### src/rtl/pwm_output_stage.sv
// 16-channel output stage: each channel is off, static-high or PWM-modulated.
// The duty cycle is double-buffered at the period wrap so an SPI write never produces a runt pulse.
module pwm_output_stage #(
   parameter int PRESCALE = 13
) (
   input  logic       clk,
   input  logic       rst_n,
   input  logic [7:0] en_reg_out_7_0,
   input  logic [7:0] en_reg_out_15_8,
   input  logic [7:0] en_reg_pwm_7_0,
   input  logic [7:0] en_reg_pwm_15_8,
   input  logic [7:0] pwm_duty_cycle,
   output logic [7:0] out_7_0,
   output logic [7:0] out_15_8,
   output logic       period_start
);
   localparam int              NUM_LANES = 16;
   localparam int              PW        = (PRESCALE > 1) ? $clog2(PRESCALE) : 1;
   localparam logic [PW-1:0]   PRE_MAX   = PW'(PRESCALE - 1);

   typedef struct packed {
      logic [NUM_LANES-1:0] en_out;
      logic [NUM_LANES-1:0] en_pwm;
   } ch_cfg_t;

   logic [PW-1:0]        r_pre_cnt;
   logic [7:0]           r_pwm_cnt;
   logic [7:0]           r_duty_sh;
   logic                 r_period_start;
   logic                 w_tick;
   logic                 w_wrap;
   logic [7:0]           w_cnt_nxt;
   logic [7:0]           w_duty_nxt;
   logic                 w_pwm_lvl;
   ch_cfg_t              w_cfg;
   logic [NUM_LANES-1:0] w_out;

   assign w_tick     = (r_pre_cnt == PRE_MAX);
   assign w_wrap     = w_tick && (r_pwm_cnt == 8'hFF);
   assign w_cnt_nxt  = w_tick ? r_pwm_cnt + 8'd1 : r_pwm_cnt;
   assign w_duty_nxt = w_wrap ? pwm_duty_cycle : r_duty_sh;

   // Level is taken from next-state counter/shadow so the lane flops rise
   // on the same cycle as period_start.
   assign w_pwm_lvl = (w_duty_nxt == 8'hFF) || (w_cnt_nxt < w_duty_nxt);

   always_ff @(posedge clk or negedge rst_n) begin
      if (!rst_n) begin
         r_pre_cnt      <= '0;
         r_pwm_cnt      <= 8'h00;
         r_duty_sh      <= 8'h00;
         r_period_start <= 1'b0;
      end else begin
         r_pre_cnt      <= w_tick ? '0 : r_pre_cnt + PW'(1);
         r_pwm_cnt      <= w_cnt_nxt;
         r_duty_sh      <= w_duty_nxt;
         r_period_start <= w_wrap;
      end
   end

   assign w_cfg.en_out = {en_reg_out_15_8, en_reg_out_7_0};
   assign w_cfg.en_pwm = {en_reg_pwm_15_8, en_reg_pwm_7_0};

   for (genvar gi = 0; gi < NUM_LANES; gi++) begin : g_lane
      pwm_lane u_lane (
         .clk       (clk),
         .rst_n     (rst_n),
         .i_en_out  (w_cfg.en_out[gi]),
         .i_en_pwm  (w_cfg.en_pwm[gi]),
         .i_pwm_lvl (w_pwm_lvl),
         .o_out     (w_out[gi])
      );
   end

   assign out_7_0      = w_out[7:0];
   assign out_15_8     = w_out[15:8];
   assign period_start = r_period_start;
endmodule

// One output channel: disabled -> 0, enabled static -> 1, enabled PWM -> level.
module pwm_lane (
   input  logic clk,
   input  logic rst_n,
   input  logic i_en_out,
   input  logic i_en_pwm,
   input  logic i_pwm_lvl,
   output logic o_out
);
   logic r_out;

   always_ff @(posedge clk or negedge rst_n) begin
      if (!rst_n) r_out <= 1'b0;
      else        r_out <= i_en_out & (~i_en_pwm | i_pwm_lvl);
   end

   assign o_out = r_out;
endmodule

### config.mk
export PLATFORM = sky130hd
export DESIGN_NAME = pwm_output_stage
export DESIGN_NICKNAME = d
export VERILOG_FILES = /design/src/rtl/pwm_output_stage.sv
export SDC_FILE = /design/constraint.sdc
export NUM_CORES = 1
export LEC_CHECK = 0
export CORE_UTILIZATION = 41
export DETAILED_ROUTE_END_ITERATION = 12
export PLACE_DENSITY = 0.73
export SETUP_SLACK_MARGIN = 0.15
export SYNTH_ARGS = -nofsm -noshare
export SYNTH_HDL_FRONTEND = slang
export SYNTH_SLANG_ARGS = --single-unit
### constraint.sdc
create_clock -name clk -period 3.6 [get_ports clk]
set_clock_uncertainty 0.2 [all_clocks]
set_input_delay 1.08 -clock clk [delete_from_list [all_inputs] [get_ports clk]]
set_output_delay 1.08 -clock clk [all_outputs]
set_load 0.05 [all_outputs]
# Word-level counts from Yosys, hierarchy flattened
# Index checks and enable logic that the tools add are counted.
dict set report word_totals {
  output_inout_bits 17
  word_cells 79
  ff_bits 37
}
dict set report classes {
  bitwise 48
  reduce_logical 2
  n_mux 3
  n_lt_le_gt_ge 1
  eq_ne 3
  addsub 2
}
# op n
set op_table {}
lappend op_table {{1-bit AND} 16}
lappend op_table {{8-bit == test (second input constant)} 2}
lappend op_table {{8-bit 2-to-1 mux} 2}
lappend op_table {{1-bit NOT} 16}
lappend op_table {{1-bit bitwise OR} 16}
lappend op_table {{8-bit by 1-bit adder with 8-bit output (second input constant)} 1}
lappend op_table {{8-bit < comparator} 1}
lappend op_table {{4-bit by 1-bit adder with 4-bit output (second input constant)} 1}
lappend op_table {{4-bit == test (second input constant)} 1}
lappend op_table {{4-bit 2-to-1 mux} 1}
lappend op_table {{1-bit logical AND} 1}
lappend op_table {{1-bit logical OR} 1}

# Logic depth before layout (Yosys ltp)
# Gate-level depths: netlist (run 1).
dict set report logic_depth {
  ltp_word 7
  depth_mapped 15
  mapped_depth_nobuf 13
}

# Cells and area by module
# From an unflattened synthesis (run 1), not the netlist that was laid out.
dict set report hier_totals {
  hier_cells 151
  area_unflattened_um2 1694.1
}
# module n_inst cells_per_inst area_each_um2 seq_area_each_um2
set by_module_without_submodules {}
lappend by_module_without_submodules {pwm_output_stage 1 103 1113.6 525.5}
lappend by_module_without_submodules {pwm_lane 16 3 36.3 25.0}

# Worst setup path after synthesis (run 1)
# Ideal clock, no wire load.
dict set report synth_path {
  kind {flip-flop to flip-flop}
  from {register r_pre_cnt[0]}
  to {register g_lane[0].u_lane.r_out}
  setup_time_ns 0.122
  t_required_ns 3.278
  slack_ns 0.178
  path_stages_with_launch 16
  t_arrival_ns 3.100
  synth_period_minus_slack_ns 3.422
  cell_sequence {dfrtp_1 > inv_1 > ha_1 > nand3_4 > or4_4 > buf_6 > inv_4 > mux2_2 > inv_1 > ha_1 > nand4_1 > nor2_1 > o2111ai_2 > a311oi_4 > buf_6 > a21boi_2}
}
dict set report synth_between {
  elab_chain_len 7
  word_cells_on_any_way 9
}
# item line
set synth_rtl {}
lappend synth_rtl {{start: declaration} 26} ;# logic [PW-1:0] r_pre_cnt;
lappend synth_rtl {{start signal: assignment} 54} ;# r_pre_cnt <= w_tick ? '0 : r_pre_cnt + PW'(1);
lappend synth_rtl {{4-bit == test *} 38} ;# assign w_tick = (r_pre_cnt == PRE_MAX);
lappend synth_rtl {{1-bit logical AND *} 39} ;# assign w_wrap = w_tick && (r_pwm_cnt == 8'hFF);
lappend synth_rtl {{net w_wrap} 31} ;# logic w_wrap;
lappend synth_rtl {{8-bit 2-to-1 mux *} 41} ;# assign w_duty_nxt = w_wrap ? pwm_duty_cycle : r_duty_sh;
lappend synth_rtl {{net w_duty_nxt[4]} 33} ;# logic [7:0] w_duty_nxt;
lappend synth_rtl {{8-bit < comparator / 8-bit == test (equally long branches)} 45} ;# assign w_pwm_lvl = (w_duty_nxt == 8'hFF) || (w_cnt_nxt < w_duty_nxt);
lappend synth_rtl {{1-bit logical OR *} 45}
lappend synth_rtl {{1-bit bitwise OR *} 93} ;# else r_out <= i_en_out & (~i_en_pwm | i_pwm_lvl);
lappend synth_rtl {{1-bit AND *} 93}
lappend synth_rtl {{end signal: assignment} 93}
lappend synth_rtl {{end: declaration} 89} ;# logic r_out;
# Mark *: on every way through the listed nets, which the timed path passes. The rest lies on a longest branch.

# Worst setup path after layout (run 1)
dict set report layout_path {
  from {register r_pre_cnt[0]}
  to {register g_lane[1].u_lane.r_out}
}
dict set report layout_between {
  elab_chain_len 7
  word_cells_on_any_way 9
}
# item line
set layout_rtl {}
lappend layout_rtl {{4-bit == test *} 38}
lappend layout_rtl {{1-bit logical AND} 39}
lappend layout_rtl {{8-bit 2-to-1 mux} 41}
lappend layout_rtl {{8-bit < comparator / 8-bit == test (equally long branches)} 45}
lappend layout_rtl {{1-bit logical OR *} 45}
lappend layout_rtl {{1-bit bitwise OR *} 93}
lappend layout_rtl {{1-bit AND *} 93}
lappend layout_rtl {{end signal: assignment} 93}
lappend layout_rtl {{end: declaration} 89}
# Mark *: on every way between the ends. The rest lies on a longest branch, timed or not.

==> impl_metrics.ini, run 1 <==
[clock_tree]
cts_tree = built
cts_sinks = 37
cts.path.max_buffers = 2
path_clk_slew_ns = 0.07
root_buffer = clkbuf_8
cts_hold_buffers = 0
numCtsBuffers = 5
h-tree-depth = 2
clk_latency_ns = 0.28

[flow_run]
cap_violations = 0

[sta]
fin_crit_sh_pct = 92.7
max_freq_ghz = 0.300
rsz0062_at_grt = false
final-hold-violation-count = 0
finalSetupViolations = 0
fin_crit_ns = 3.34
timing.hold.ws_ns = 0.319
slew_headroom_pct = 65.5
slew_viol_final = 0
max_slew.worst_pin.slew_ns = 0.516

[finish]
final_cells = 260
syn_to_final_growth_pct = 39.0
fin_area_mm2 = 0.00255
diodes = 0
fin_nets = 261
final_layout_size_suffix_gt1_share_pct = 20.5

[die]
io_pins = 59
rows = 23
coreArea_mm2 = 0.00414
initial_core_util_pct = 44.3
dieWidth_um = 68.9
dieArea_mm2 = 0.00475
die_h_um = 68.9

[synthesis]
synthTopCellsByArea = dfrtp_1 50%, ha_1 6.8%, buf_4 6.5%, a21boi_2 6.1%, mux2i_1 3.3%
synth_xor_area_share_pct = 3.82
muxShareOfSynthArea_pct = 3.89
yosysTopAreaCell = dfrtp_1
synth_top_family_by_area = compound AO/OA/AOI/OAI gates
dominantRegCellSynth = dfrtp_1
ys_ff_latch = 37
synth_compound_area_share_pct = 14.5
synth_cell_types = 32
synth_adder_area_share_pct = 6.82
synth_top_area_share_pct = 50.5
ys_seq_area_share_pct = 50.5
synth.avg_cell_area_um2 = 12.0
syn-num-nets = 205
ys_top_cells_by_count = 37 x dfrtp_1, 16 x buf_4, 12 x inv_1
yosys_warnings = 0
synth_edf_count = 0
synth_most_common_cell = dfrtp_1
postSynth.asyncResetShare_pct = 100
synth_cells = 153
synthesis.area_mm2 = 0.00183
synth-simple-area-share_pct = 9.75

[detailed_routing]
dr.first_iter.drc_count = 48
wl_per_cell_um = 14.9
drc = 0
antenna_left = 0
dr.pass1.iters = 4
detail_route.vias_per_cell = 5.03
routed_wl_um = 3870
vias = 1308

[worst_setup_path]
cp-start-kind = register
critPathSlowestCell = or4_4
worst-path-max-fanout = 8
cp-startpoint = r_pre_cnt[0]
crit_family = simple AND/OR/NAND/NOR gates
r2r_cells = 13
cp_num_cells = 13
r2r_slack_ns = 0.26
worst_ep_required_time_ns = 3.57
crit_type = reg -> reg
cp.arrival_ns = 3.30
worstPathCellList = inv_2 > ha_4 > nand3_4 > or4_4 > buf_4 > mux2i_2 > ha_1 > nand2_1 > nor2_2 > o221ai_2 > a311oi_4 > clkbuf_16 > a21boi_2
crit_buf_inv = 3
rr_endpoint = g_lane[1].u_lane.o_out
critPathCaptureType = register
worstSetupEndpoint = g_lane[1].u_lane.o_out
cp_slowest_stage_delay_ns = 0.60
r2r-start = r_pre_cnt[0]

[power]
vdd_ir_drop_max_mv = 0.181
p_per_area_mw_per_mm2 = 329
leakagePower_uw = 0.00110

[placed_design]
dpl_cell_area_mm2 = 0.00237
gp_congestion = 0.824
port_buffers = 58
dp_cells = 246
dp_hpwl_um = 2940

[grt]
antenna_found_initial = 0
grt_max_degree = 38
first_global_vias = 1292
overflow = 0
grt_pass1_wl_um = 5840
track_usage_pct = 17.4

[outcome]
status = finished clean

[min_path]
hold_path.class = reg -> reg
worst min path at each step:
stage / depth (start not counted) / slack [ns] / endpoint / start
after floorplan: 1 / 0.25 / r_pre_cnt[0] / r_pre_cnt[0]
after global placement: 1 / 0.26 / r_pre_cnt[0] / r_pre_cnt[0]
after detailed placement: 1 / 0.29 / r_pre_cnt[0] / r_pre_cnt[0]
after CTS: 1 / 0.30 / r_pre_cnt[0] / r_pre_cnt[0]
after global routing: 1 / 0.36 / r_pwm_cnt[0] / r_pwm_cnt[0]
final: 1 / 0.32 / r_pwm_cnt[0] / r_pwm_cnt[0]
logic make-up after synthesis:
| logic type | after synthesis |
|---|---|
| buffers and inverters | 32 |
| multiplexers | 7 |
| AND/OR/NAND/NOR | 31 |
| adder cells (fa/ha/maj) | 10 |
| AO/OA/AOI/OAI | 28 |
| flip-flops | 37 |
| XOR/XNOR | 8 |
flip-flops by register name, summed over array words and instances, names as in the netlist:
| name | count |
|---|---|
| r_pre_cnt | 4 |
| r_pwm_cnt | 8 |
| r_duty_sh | 8 |
| g_lane.u_lane.o_out | 16 |
| period_start | 1 |
placed cells by master, fill, tap and decap left out, types with 3 or more instances in the layout:
cell and n:
nor2_1 4, ha_1 9, mux2i_1 5, nand2_1 8, buf_4 8, nand4_1 7
a21boi_0 4, dfrtp_1 36, inv_1 10, clkbuf_8 5, nand3_1 3, a21oi_1 3
clkdlybuf4s50_1 58, xnor2_1 6, a21boi_2 10
layout make-up:
type | count | area, µm²
fill | 342 | 1590
clock inverter | 2 | 10.0
timing repair buffer | 68 | 686
multi-input combinational | 84 | 741
tap | 50 | 62.6
clock buffer | 6 | 72.6
inverter | 13 | 51.3
sequential | 37 | 927
metrics by stage:
stage / util (%) / TNS, ns / setup WS, ns / power [µW]
after global placement: 57.3 / 0 / 0.174 / 573
after floorplan: - / 0 / 0.178 / 510
after global routing: 61.5 / 0 / 0.150 / 879
after CTS: 59.8 / 0 / 0.167 / 849
after detailed placement: 57.3 / -0.00444 / -0.00444 / 576
final: 61.5 / 0 / 0.262 / 838
power breakdown:
part           switching, µW  internal [µW]  leakage, µW
Sequential              4.40            429     0.000441
Clock                    135            134    0.0000450
Combinational           67.0           68.9     0.000617
Total                    207            631      0.00110
layer usage:
metal	track usage, %	routed length, µm	part of all wire, %
met1	20.6	1600	41
met2	29.7	2030	52
met3	6.25	247	6.4
met4	4.59	0	0
met5	0	0	0
timing repair:
action | in CTS | in global routing
hold endpoints to repair | 0 | 0
resized for setup | 1 | 8
buffers inserted | 2 | 3
pin swaps | 1 | 5
cloned | 0 | 1
setup endpoints to repair | 16 | 16
Power figures use the tool's default switching activity.
==> run 2, diff against run 1 <==
HOLD_SLACK_MARGIN = 0.03   (was not set)
PLACE_DENSITY = 0.75   (was 0.73)
==> impl_metrics.ini, run 2 (synthesized netlist as in run 1, its figures left out) <==
[placed_design]
dp_hpwl_um = 3020
dp_cells = 245
gp_congestion = 0.784
port_buffers = 58

[sta]
slew_headroom_pct = 47.2
fin_crit_sh_pct = 92.8
fin_crit_ns = 3.34
finalSetupViolations = 0
tns_ns = 0
slew_viol_final = 0
rsz0062_at_grt = false
max_slew.worst_pin.slew_ns = 0.792
max_freq_ghz = 0.299
timing.hold.ws_ns = 0.327
final-hold-violation-count = 0

[grt]
first_global_vias = 1273
use_met1_pct = 21.5
use_met2_pct = 27.7
overflow = 0
grt_max_degree = 38
track_usage_pct = 17.3
gr-usage-met3_pct = 4.77
antenna_found_initial = 0
busiest_layer = met2
grt_pass1_wl_um = 5810

[die]
die_h_um = 68.9
dieArea_mm2 = 0.00475
initial_core_util_pct = 44.3
rows = 23
coreArea_mm2 = 0.00414
dieWidth_um = 68.9
io_pins = 59

[finish]
fin_nets = 261
final_cell_mix = 57 x clkdlybuf4s50_1, 37 x dfrtp_1, 10 x inv_1, 10 x a21boi_2, 8 x ha_1
diodes = 0
layout_commonest_cell = clkdlybuf4s50_1
largest_register_ffs = 16
post-route-util_pct = 61.5
final_cells = 260
syn_to_final_growth_pct = 39.0
final_layout_size_suffix_gt1_share_pct = 21.0

[detailed_routing]
antenna_left = 0
dr.first_iter.drc_count = 67
detail_route.vias_per_cell = 5.04
drc = 0
dr.pass1.iters = 4
vias = 1311
routed_wl_um = 4040
wl_per_cell_um = 15.5

[clock_tree]
path_clk_slew_ns = 0.07
h-tree-depth = 2
cts_tree = built
cts.path.max_buffers = 2
numCtsBuffers = 5
clk_latency_ns = 0.29
root_buffer = clkbuf_8
cts_sinks = 37

[worst_setup_path]
crit_type = reg -> reg
worst-path-max-fanout = 8
critPathCaptureType = register
worst_ep_required_time_ns = 3.57
cp-start-kind = register
r2r_cells = 14
cp.arrival_ns = 3.31

[min_path]
hold_path.class = reg -> reg
hold_depth = 1

[power]
vdd_ir_drop_max_mv = 0.146
p_per_area_mw_per_mm2 = 330
leakagePower_uw = 0.00111

[flow_run]
cap_violations = 0

[outcome]
status = finished clean
[run 2: metrics by stage]
step                area (µm²)  total power, µW  worst slack (ns)
global route              2550              878             0.155
global placement          2360              572             0.176
floorplan                 1830              510             0.178
detailed placement        2360              575            0.0381
CTS                       2460              848             0.176
finish                    2550              842             0.258
[run 2: what timing repair did]
item / CTS / global route
gates cloned: 1 / 1
hold buffers: 0 / 0
gates resized for setup: 0 / 10
setup endpoints to repair: 16 / 16
pin swaps: 1 / 5
setup buffers: 1 / 4
[run 2: per-layer routing]
| metal | vias to the layer above | share of wire (%) |
|---|---|---|
| met3 | 5 | 3.2 |
| met2 | 24 | 53 |
| li1 | 631 | - |
| met5 | - | 0 |
| met4 | 0 | 1.4 |
| met1 | 651 | 42 |
[run 2: power breakdown]
part | internal (µW) | switching (µW) | leakage [µW] | total [µW]
Sequential | 429 | 4.69 | 0.000441 | 433
Clock | 134 | 140 | 0.0000450 | 274
Combinational | 67.4 | 66.5 | 0.000621 | 134
Total | 630 | 212 | 0.00111 | 842
[run 2: path summary, 6_finish.rpt]
path                              start                       to  slack, ns
setup / recovery           r_pre_cnt[0]  g_lane[14].u_lane.o_out       0.26
hold / removal             r_pwm_cnt[7]             r_pwm_cnt[7]       0.33
setup reg to reg           r_pre_cnt[0]  g_lane[14].u_lane.o_out       0.26
hold reg to reg            r_pwm_cnt[7]             r_pwm_cnt[7]       0.33
max in group asynchronous         rst_n  g_lane[10].u_lane.o_out       2.02
min in group asynchronous         rst_n             r_pwm_cnt[7]       0.68
[run 2: layout make-up]
type | count | area (µm²)
sequential | 37 | 926
clock inverter | 2 | 10.0
clock buffer | 6 | 72.6
timing repair buffer | 67 | 673
multi-input combinational | 85 | 754
tap | 50 | 62.6
inverter | 13 | 51.3
fill | 331 | 1590
[run 2: critical path, cell delays in order (launching register included)]
cell,delay (ns)
dfrtp_1,0.43
inv_2,0.10
ha_4,0.15
nand3_4,0.07
or4_4,0.58
inv_4,0.09
mux2_4,0.30
inv_1,0.06
ha_1,0.12
nand4_1,0.11
nor2_2,0.15
o221ai_2,0.13
a311oi_4,0.44
clkbuf_16,0.25
a21boi_2,0.06
